**config.mk**
```make
export PLATFORM = sky130hd
export DESIGN_NAME = instr_fetch_flat
export DESIGN_NICKNAME = d
export VERILOG_FILES = /design/src/rtl/instr_fetch_if.sv /design/src/rtl/instr_fetch.sv /design/src/flat_wrapper.sv
export SDC_FILE = /design/constraint.sdc
export NUM_CORES = 1
export LEC_CHECK = 0
export CORE_AREA = 5 5 122 124
export DETAILED_ROUTE_END_ITERATION = 16
export DIE_AREA = 0 0 127 129
export PLACE_DENSITY = 0.68
export SETUP_SLACK_MARGIN = 0.1
export SYNTH_ARGS = -nofsm -noshare
export SYNTH_HDL_FRONTEND = slang
export SYNTH_SLANG_ARGS = --single-unit
```
**constraint.sdc**
```tcl
create_clock -name clk -period 3 [get_ports clk]
set_input_delay 0.6 -clock clk [delete_from_list [all_inputs] [get_ports clk]]
set_output_delay 0.6 -clock clk [all_outputs]
set_load 0.02 [all_outputs]
```
**src/rtl/instr_fetch_if.sv**
```systemverilog
// Instruction memory bus between the fetch stage and instruction memory.
//   mem_req   : fetch request, held until mem_ack
//   mem_addr  : word address of the fetch
//   mem_ack   : memory returns data this cycle (single-cycle pulse is enough)
//   mem_rdata : fetched word, valid with mem_ack
//   mem_err   : bus error, qualified by mem_ack
interface instr_fetch_if;
   logic        mem_req;
   logic [31:0] mem_addr;
   logic        mem_ack;
   logic [31:0] mem_rdata;
   logic        mem_err;

   modport master (
      output mem_req,
      output mem_addr,
      input  mem_ack,
      input  mem_rdata,
      input  mem_err
   );

   modport slave (
      input  mem_req,
      input  mem_addr,
      output mem_ack,
      output mem_rdata,
      output mem_err
   );
endinterface

```
**src/rtl/instr_fetch.sv**
```systemverilog
// Instruction fetch stage. Owns the program counter, fetches one 32-bit word
// per request from instruction memory and presents it to controlpath.
//   clk         : clock, rising edge
//   reset_n     : asynchronous active-low reset
//   pc_inc      : advance pc by 4 (only honoured while a valid word is shown)
//   pc_load     : redirect pc to pc_target
//   pc_target   : redirect address
//   mem         : instruction memory bus (master side)
//   instruction : registered instruction word
//   wait_instr  : no valid instruction is being presented
//   instr_segv  : sticky fetch fault (illegal address or bus error)
//   pc          : current program counter
//
// state   | meaning
// --------+-------------------------------------------------------------
// S_IDLE  | one cycle after reset, decides fetch or fault for RESET_PC
// S_REQ   | fetch in flight, mem_req high, waiting for mem_ack
// S_VALID | instruction holds a valid word for pc
// S_FAULT | illegal address or bus error, left only by a legal pc_load
module instr_fetch #(
   parameter logic [31:0] RESET_PC  = 32'h0000_0000,
   parameter logic [31:0] MEM_LIMIT = 32'h0000_FFFC
) (
   input  logic               clk,
   input  logic               reset_n,
   input  logic               pc_inc,
   input  logic               pc_load,
   input  logic [31:0]        pc_target,
   instr_fetch_if.master      mem,
   output logic [31:0]        instruction,
   output logic               wait_instr,
   output logic               instr_segv,
   output logic [31:0]        pc
);

   typedef enum logic [1:0] {
      S_IDLE  = 2'd0,
      S_REQ   = 2'd1,
      S_VALID = 2'd2,
      S_FAULT = 2'd3
   } state_t;

   state_t      state, state_nxt;
   logic [31:0] pc_q, pc_nxt;
   logic [31:0] instr_q, instr_nxt;
   logic [31:0] inflight_q, inflight_nxt;
   logic        redirect_pending, redirect_pending_nxt;

   function automatic logic legal(input logic [31:0] a);
      return (a[1:0] == 2'b00) && (a <= MEM_LIMIT);
   endfunction

   always_ff @(posedge clk or negedge reset_n) begin
      if (!reset_n) begin
         state            <= S_IDLE;
         pc_q             <= RESET_PC;
         instr_q          <= 32'h0;
         inflight_q       <= 32'h0;
         redirect_pending <= 1'b0;
      end else begin
         state            <= state_nxt;
         pc_q             <= pc_nxt;
         instr_q          <= instr_nxt;
         inflight_q       <= inflight_nxt;
         redirect_pending <= redirect_pending_nxt;
      end
   end

   always_comb begin
      state_nxt            = state;
      pc_nxt               = pc_q;
      instr_nxt            = instr_q;
      inflight_nxt         = inflight_q;
      redirect_pending_nxt = redirect_pending;

      unique case (state)
         S_IDLE: begin
            state_nxt = legal(pc_q) ? S_REQ : S_FAULT;
         end

         S_REQ: begin
            if (mem.mem_ack) begin
               redirect_pending_nxt = 1'b0;
               if (pc_load) begin
                  // redirect coinciding with ack: the returned word belongs to
                  // the old pc, so drop it and restart at the target
                  pc_nxt    = pc_target;
                  state_nxt = legal(pc_target) ? S_REQ : S_FAULT;
               end else if (redirect_pending) begin
                  // stale word for the pre-redirect address; refetch at pc
                  state_nxt = legal(pc_q) ? S_REQ : S_FAULT;
               end else if (mem.mem_err) begin
                  state_nxt = S_FAULT;
               end else begin
                  instr_nxt = mem.mem_rdata;
                  state_nxt = S_VALID;
               end
            end else if (pc_load) begin
               // keep the bus address stable until the in-flight ack; only the
               // first redirect captures it, later ones just move pc again
               pc_nxt               = pc_target;
               redirect_pending_nxt = 1'b1;
               if (!redirect_pending) begin
                  inflight_nxt = pc_q;
               end
            end
         end

         S_VALID: begin
            if (pc_load) begin
               pc_nxt    = pc_target;
               state_nxt = legal(pc_target) ? S_REQ : S_FAULT;
            end else if (pc_inc) begin
               pc_nxt    = pc_q + 32'd4;
               state_nxt = legal(pc_q + 32'd4) ? S_REQ : S_FAULT;
            end
         end

         S_FAULT: begin
            if (pc_load) begin
               pc_nxt = pc_target;
               if (legal(pc_target)) begin
                  state_nxt = S_REQ;
               end
            end
         end

         default: state_nxt = S_IDLE;
      endcase
   end

   assign mem.mem_req  = (state == S_REQ);
   assign mem.mem_addr = redirect_pending ? inflight_q : pc_q;
   assign wait_instr   = (state != S_VALID);
   assign instr_segv   = (state == S_FAULT);
   assign instruction  = instr_q;
   assign pc           = pc_q;

endmodule

```
**src/flat_wrapper.sv**
```systemverilog
// flat-port wrapper written by rule: the top's interface ports become plain ports
module instr_fetch_flat 
#(
   parameter logic [31:0] RESET_PC  = 32'h0000_0000,
   parameter logic [31:0] MEM_LIMIT = 32'h0000_FFFC
)
  (clk, reset_n, pc_inc, pc_load, pc_target, instruction, wait_instr, instr_segv, pc, mem_mem_req, mem_mem_addr, mem_mem_ack, mem_mem_rdata, mem_mem_err);
  instr_fetch_if mem_i ();
  input  logic clk;
  input  logic reset_n;
  input  logic pc_inc;
  input  logic pc_load;
  input  logic [31:0] pc_target;
  output logic [31:0] instruction;
  output logic wait_instr;
  output logic instr_segv;
  output logic [31:0] pc;
  output wire logic [$bits(mem_i.mem_req)-1:0] mem_mem_req;
  output wire logic [$bits(mem_i.mem_addr)-1:0] mem_mem_addr;
  input wire logic [$bits(mem_i.mem_ack)-1:0] mem_mem_ack;
  input wire logic [$bits(mem_i.mem_rdata)-1:0] mem_mem_rdata;
  input wire logic [$bits(mem_i.mem_err)-1:0] mem_mem_err;
  assign mem_mem_req = mem_i.mem_req;
  assign mem_mem_addr = mem_i.mem_addr;
  assign mem_i.mem_ack = mem_mem_ack;
  assign mem_i.mem_rdata = mem_mem_rdata;
  assign mem_i.mem_err = mem_mem_err;
  instr_fetch #(.RESET_PC(RESET_PC), .MEM_LIMIT(MEM_LIMIT)) u_core (.clk(clk), .reset_n(reset_n), .pc_inc(pc_inc), .pc_load(pc_load), .pc_target(pc_target), .mem(mem_i), .instruction(instruction), .wait_instr(wait_instr), .instr_segv(instr_segv), .pc(pc));
endmodule
```
==> results of run 1 <==
==> state kept, by name, indices dropped and copies added, names as in the netlist <==
signal and flops:
u_core.inflight_q 32, u_core.instruction 32, u_core.pc 32, u_core.state 2
u_core.redirect_pending 1
==> through the flow <==
| step | hold slack (ns) | instance area (µm²) |
|---|---|---|
| after detailed placement | 0.4902 | 7234 |
| after global routing | 0.3068 | 7576 |
| after CTS | 0.2653 | 7576 |
| final | 0.2478 | 7576 |
| after global placement | 0.4834 | 7234 |
| after floorplan | 0.3044 | 5356 |
==> synth_stat cells, types with 3 or more instances <==
master | n | share of area
nand3_1 | 20 | 0.019
nand4_1 | 5 | 0.0058
nor3_1 | 8 | 0.0075
and4_1 | 4 | 0.0065
o22a_1 | 4 | 0.0065
dfrtp_1 | 99 | 0.46
a31oi_1 | 4 | 0.0047
nor4_1 | 8 | 0.0093
buf_2 | 8 | 0.0075
buf_1 | 4 | 0.0028
inv_1 | 8 | 0.0056
clkbuf_1 | 25 | 0.018
mux2_2 | 92 | 0.19
nand2_1 | 36 | 0.025
nand4_4 | 3 | 0.012
nor2_1 | 39 | 0.027
o22ai_1 | 12 | 0.014
a21oi_1 | 46 | 0.043
o31ai_1 | 5 | 0.0070
and3_1 | 5 | 0.0058
o21ai_0 | 33 | 0.031
==> final cells by class <==
type	instances	share of cell area
clock buffer	10	0.03022
clock inverter	6	0.01486
inverter	8	0.003964
multi-input combinational	369	0.3543
sequential	99	0.3272
tap	180	0.02973
timing repair buffer	183	0.2398
==> worst max path at each step <==
stage,slack [ns],end
after floorplan,0.71,u_core.state[1]
after global placement,0.16,u_core.state[1]
after detailed placement,0.16,u_core.state[1]
after CTS,0.26,mem_mem_req
after global routing,0.14,mem_mem_req
final,0.26,mem_mem_req
==> power by group through the flow <==
stage / registers, µW / logic, µW / clock network, µW
global route: 1570 / 1050 / 1430
floorplan: 1600 / 463 / 0
finish: 1560 / 984 / 1350
CTS: 1550 / 997 / 1380
detailed placement: 1580 / 992 / 0
global placement: 1570 / 983 / 0
==> cell families after synthesis <==
group / Yosys count / share of synthesized area
buffers and inverters: 49 / 0.03924
xor gates and xnor gates: 3 / 0.004906
and+or+nand+nor: 147 / 0.1495
adders and majority gates: 2 / 0.004671
DFF: 99 / 0.4625
AOI/OAI and AO/OA: 123 / 0.1420
muxes: 94 / 0.1971
==> layer usage <==
metal	share of wire	up-vias	global-route usage
li1	-	2200	-
met1	0.42	2303	0.2567
met2	0.46	197	0.3104
met3	0.097	20	0.07347
met4	0.017	2	0.06498
met5	0.00056	-	0
==> flow_metrics.env, run 1 <==
export IMPL_outcome="finished, final reports clean"
export IMPL_first_pass_iters=5
export IMPL_yosysSeqAreaShare=0.4625
export IMPL_clock_sinks=99
export IMPL_yosys_register_bits=99
export IMPL_drv_slew=0
export IMPL_place_gp_congestion=0.8823
export IMPL_r2r_cells=7
export IMPL_syn_to_final_growth_pct=41.44
export IMPL_fin_total_pwr_uw=3893
export IMPL_dpl_hpwl_mm=11.95
export IMPL_via_count=4722
export IMPL_period_needed_ns=2.736
export IMPL_rsz0062_at_grt="no"
export IMPL_cts_buffer_depth=2
export IMPL_switching_share=0.2942
export IMPL_drc=0
export IMPL_fin_crit_sh=0.9121
export IMPL_crit_required_ns=2.40
export IMPL_r2r_slack_ns=0.52
export IMPL_clkPwrFrac=0.348
export IMPL_cellPowerDensity_nw_per_um2=513.8
export IMPL_slew_headroom=0.5864
export IMPL_finalSetupViolCount=0
export IMPL_reg2reg_from="u_core.pc[3]"
export IMPL_fillers=1214
export IMPL_cts_buffers=9
export IMPL_power_leakage_uw=0.003196
export IMPL_pre_cts_ws_ns=0.1574
export IMPL_worstPathArrival_ns=2.14
export IMPL_power_frac_comb=0.253
export IMPL_cts_htree_levels=3
export IMPL_path_delay_family="buffers and inverters"
export IMPL_layout_common_cells="167 x clkdlybuf4s50_1, 98 x dfrtp_1, 92 x mux2_2"
export IMPL_crit_path_start_kind="register"
export IMPL_crit_chain="nor2b_1 -> clkdlybuf4s50_1"
export IMPL_clock_skew_ns=0.007318
export IMPL_postSynthAreaPerCell_um2=10.36
export IMPL_drt_vias_per_instance=5.523
export IMPL_synth_cell_type_count=57
export IMPL_grt_max_degree=55
export IMPL_synth_async_reset_ratio=1.000
export IMPL_ant_nets=0
export IMPL_layout_cells_non_filler=855
export IMPL_overflow=0
export IMPL_syn_num_nets=589
export IMPL_clock_latency_ns=0.35
export IMPL_postCtsSetupRepairBufs=0
export IMPL_setup_worst_path_start="u_core.state[0]"
export IMPL_synthCells=517
export IMPL_final_nets=742
export IMPL_cts_resized=0
export IMPL_grt_use_total=0.1985
export IMPL_hold_viol_final=0
export IMPL_crit_fanout=12
export IMPL_cts_root_buffer="clkbuf_16"
export IMPL_die_area_um2=16380
export IMPL_drt_initial_drc_count=329
export IMPL_port_buffers=168
export IMPL_internal_power_uw=2748
export IMPL_clk_pin_slew_ns=0.07
export IMPL_totalWireLength_mm=16.15
export IMPL_multi_input_area_um2=2684
export IMPL_p_seq_frac=0.400
export IMPL_tns_ns=0
export IMPL_postLayoutCoreUtil=0.5544
export IMPL_ios=169
export IMPL_path_depth=2
export IMPL_max_freq_mhz=365.4
export IMPL_cts_hold_buf=0
export IMPL_crit_type="reg2out"
export IMPL_synth_edf_count=0
export IMPL_final_layout_size_suffix_gt1_frac=0.2133
export IMPL_antenna_found_initial=1
export IMPL_chipHeight_um=129
export IMPL_crit_path_end_kind="primary output"
export IMPL_cp_num_buf_inv=1
export IMPL_synth_main_ff_cell="dfrtp_1"
export IMPL_syn_cell_area_um2=5356
export IMPL_post_place_cells=839
export IMPL_rows=43
export IMPL_worstMarginPinSlew_ns=0.6204
export IMPL_hold_class="in2async"
export IMPL_grt_pass1_wl_mm=25.75
export IMPL_regToRegEndpoint="u_core.state[1]"
export IMPL_max_vdd_ir_drop_uv=243.9
export IMPL_max_stage_delay_ns=0.71
export IMPL_grt_pass1_vias=4733
export IMPL_fp_dieW_um=127
export IMPL_antenna_cells=0
export IMPL_wl_per_cell_um=18.89
export IMPL_yosysWarnings=0
export IMPL_initial_utilization=0.3920
export IMPL_regArea_um2=2479
export IMPL_setup_ws_ns=0.2636
export IMPL_power_switching_uw=1145
export IMPL_layout_commonest_cell="clkdlybuf4s50_1"
export IMPL_cp_slowest_cell="clkdlybuf4s50_1"
export IMPL_maxCapViolations=0
export IMPL_cts_tree="done"
export IMPL_core_area_um2=13670
No activity file was read; power rests on OpenSTA's default activity.
==> run 2, diff against run 1 <==
==> constraint.sdc (replaced) <==
create_clock -name clk -period 2.8 [get_ports clk]
set_input_delay 0.56 -clock clk [delete_from_list [all_inputs] [get_ports clk]]
set_output_delay 0.56 -clock clk [all_outputs]
set_load 0.02 [all_outputs]
==> run 2 against run 1 <==
  * Count of clock-buffer cells in the layout unchanged
  * Core utilization up 0.073 points
  * Combinational power up 9%
  * First-iteration DRC count down 16%
  * Critical endpoint is now mem_mem_addr[26]
  * Clock skew down 0.00066 ns
  * Die area unchanged
  * Sequential share of layout area about the same
  * Design area up 0.13%
  * Largest power group unchanged
  * Sequential power up 6%
==> flow_metrics.env, run 2 (synthesis results as in run 1) <==
export IMPL_period_needed_ns=2.533
export IMPL_clock_sinks=99
export IMPL_path_depth=3
export IMPL_max_freq_mhz=394.8
export IMPL_rsz0062_at_grt="no"
export IMPL_ant_nets=0
export IMPL_layout_common_cells="166 x clkdlybuf4s50_1, 98 x dfrtp_1, 92 x mux2_2"
export IMPL_layout_commonest_cell="clkdlybuf4s50_1"
export IMPL_dpl_hpwl_mm=11.94
export IMPL_cts_tree="done"
export IMPL_whs_ns=0.1454
export IMPL_fin_crit_sh=0.9046
export IMPL_crit_path_end_kind="primary output"
export IMPL_postLayoutCoreUtil=0.5551
export IMPL_grt_max_degree=70
export IMPL_crit_path_start_kind="register"
export IMPL_outcome="finished, final reports clean"
export IMPL_final_nets=744
export IMPL_worstMarginPinSlew_ns=0.4887
export IMPL_place_gp_congestion=0.8988
export IMPL_overflow=0
export IMPL_slew_headroom=0.6696
export IMPL_drt_initial_drc_count=278
export IMPL_totalWireLength_mm=16.46
export IMPL_antenna_cells=0
export IMPL_antenna_found_initial=1
export IMPL_core_area_um2=13670
export IMPL_die_area_um2=16380
export IMPL_r2r_slack_ns=0.38
export IMPL_setup_worst_path_start="u_core.pc[26]"
export IMPL_via_count=4727
export IMPL_grt_pass1_wl_mm=26.43
export IMPL_drv_slew=0
export IMPL_crit_type="reg2out"
export IMPL_clock_latency_ns=0.35
export IMPL_cp_slowest_cell="clkdlybuf4s50_1"
export IMPL_max_vdd_ir_drop_uv=267.1
export IMPL_cts_buffer_depth=2
export IMPL_port_buffers=168
export IMPL_drt_vias_per_instance=5.522
export IMPL_syn_to_final_growth_pct=41.63
export IMPL_tns_ns=0
export IMPL_maxCapViolations=0
export IMPL_first_pass_iters=5
export IMPL_final_layout_size_suffix_gt1_frac=0.2160
export IMPL_initial_utilization=0.3920
export IMPL_clk_pin_slew_ns=0.07
export IMPL_rows=43
export IMPL_cts_htree_levels=3
export IMPL_r2r_cells=7
export IMPL_cts_buffers=9
export IMPL_hold_class="in2async"
export IMPL_post_place_cells=841
export IMPL_layout_cells_non_filler=856
export IMPL_crit_required_ns=2.24
export IMPL_cp_num_buf_inv=2
export IMPL_cts_root_buffer="clkbuf_16"
export IMPL_regToRegEndpoint="u_core.state[1]"
export IMPL_crit_fanout=9
export IMPL_drc=0
export IMPL_fp_dieW_um=127
export IMPL_grt_use_total=0.2036
export IMPL_hold_viol_final=0
export IMPL_grt_pass1_vias=4776
export IMPL_clock_skew_ns=0.006660
export IMPL_final_area_um2=7586
export IMPL_wl_per_cell_um=19.23
export IMPL_reg2reg_from="u_core.pc[2]"
export IMPL_cts_hold_buf=0
export IMPL_path_delay_family="buffers and inverters"
export IMPL_ios=169
export IMPL_setup_worst_path_end="mem_mem_addr[26]"
export IMPL_cellPowerDensity_nw_per_um2=552.7
export IMPL_crit_chain="inv_1 -> o21ai_0 -> clkdlybuf4s50_1"
export IMPL_placedInstanceArea_um2=7237
export IMPL_worstPathArrival_ns=1.97
export IMPL_power_leakage_uw=0.003218
export IMPL_max_stage_delay_ns=0.67
export IMPL_finalSetupViolCount=0
export IMPL_chipHeight_um=129
-- run 2: changes by cell type in the layout (fill, tap and decap cells not counted), sizes merged --
cell,change
clkdlybuf4s50,-1
buf,+2
inv,+1
dlymetal6s2s,+1
clkinv,-2
-- run 2: worst min-delay path by stage --
stage,startpoint,endpoint,slack (ns),cells past startpoint
after floorplan,reset_n,u_core.inflight_q[0],0.26,0
final,reset_n,u_core.instruction[31],0.15,1
after global routing,reset_n,u_core.instruction[11],0.16,1
after global placement,u_core.inflight_q[14],u_core.inflight_q[14],0.48,1
after CTS,reset_n,u_core.instruction[31],0.14,1
after detailed placement,u_core.inflight_q[19],u_core.inflight_q[19],0.49,1
-- run 2: metrics by stage --
| stage | setup WS, ns | total power [µW] |
|---|---|---|
| 5_1_grt | 0.1589 | 4387 |
| 3_5_place_dp | 0.008544 | 2761 |
| 4_1_cts | 0.2403 | 4239 |
| 3_3_place_gp | 0.06174 | 2744 |
| 2_1_floorplan | 0.5069 | 2205 |
| 6_report | 0.2671 | 4193 |
-- run 2: metal layers --
layer	routed length [µm]	vias up	GRT usage	share of wire
met5	7	-	0	0.00043
met4	249	2	0.06309	0.015
met3	1756	18	0.08676	0.11
met2	7658	206	0.3160	0.47
met1	6791	2311	0.2594	0.41
li1	-	2190	-	-
-- run 2: report_power, final --
part	total [µW]	internal [µW]	switching, µW	leakage (µW)
combinational	1070	542	530	0.00177
clock	1460	900	562	0.000170
sequential	1660	1530	132	0.00128
total	4190	2970	1220	0.00322
-- run 2: area by class of cell --
type / instances / area (µm²)
multi-input cells: 369 / 2684
flip-flops and latches: 99 / 2479
clock inverters: 5 / 107.6
clock buffers: 10 / 239.0
inverters: 8 / 30.03
fillers: 1229 / 6080
repair buffers: 185 / 1822
well taps: 180 / 225.2
-- run 2: timing repair --
action | 4_1_cts | 5_1_grt
setup buffers | 0 | 0
resized for setup | 0 | 1
setup endpoints to repair | 0 | 1
endpoints found under the hold margin | 0 | 0
==> run 3, diff against run 2 <==
--- a/config.mk
+++ b/config.mk
@@ -5,6 +5,7 @@
 export SDC_FILE = /design/constraint.sdc
 export NUM_CORES = 1
 export LEC_CHECK = 0
+export CAP_MARGIN = 15
 export CORE_AREA = 5 5 122 124
 export DETAILED_ROUTE_END_ITERATION = 16
 export DIE_AREA = 0 0 127 129
==> results of run 3 <==
Final layout, timing and power as in run 2 (identical DEF).
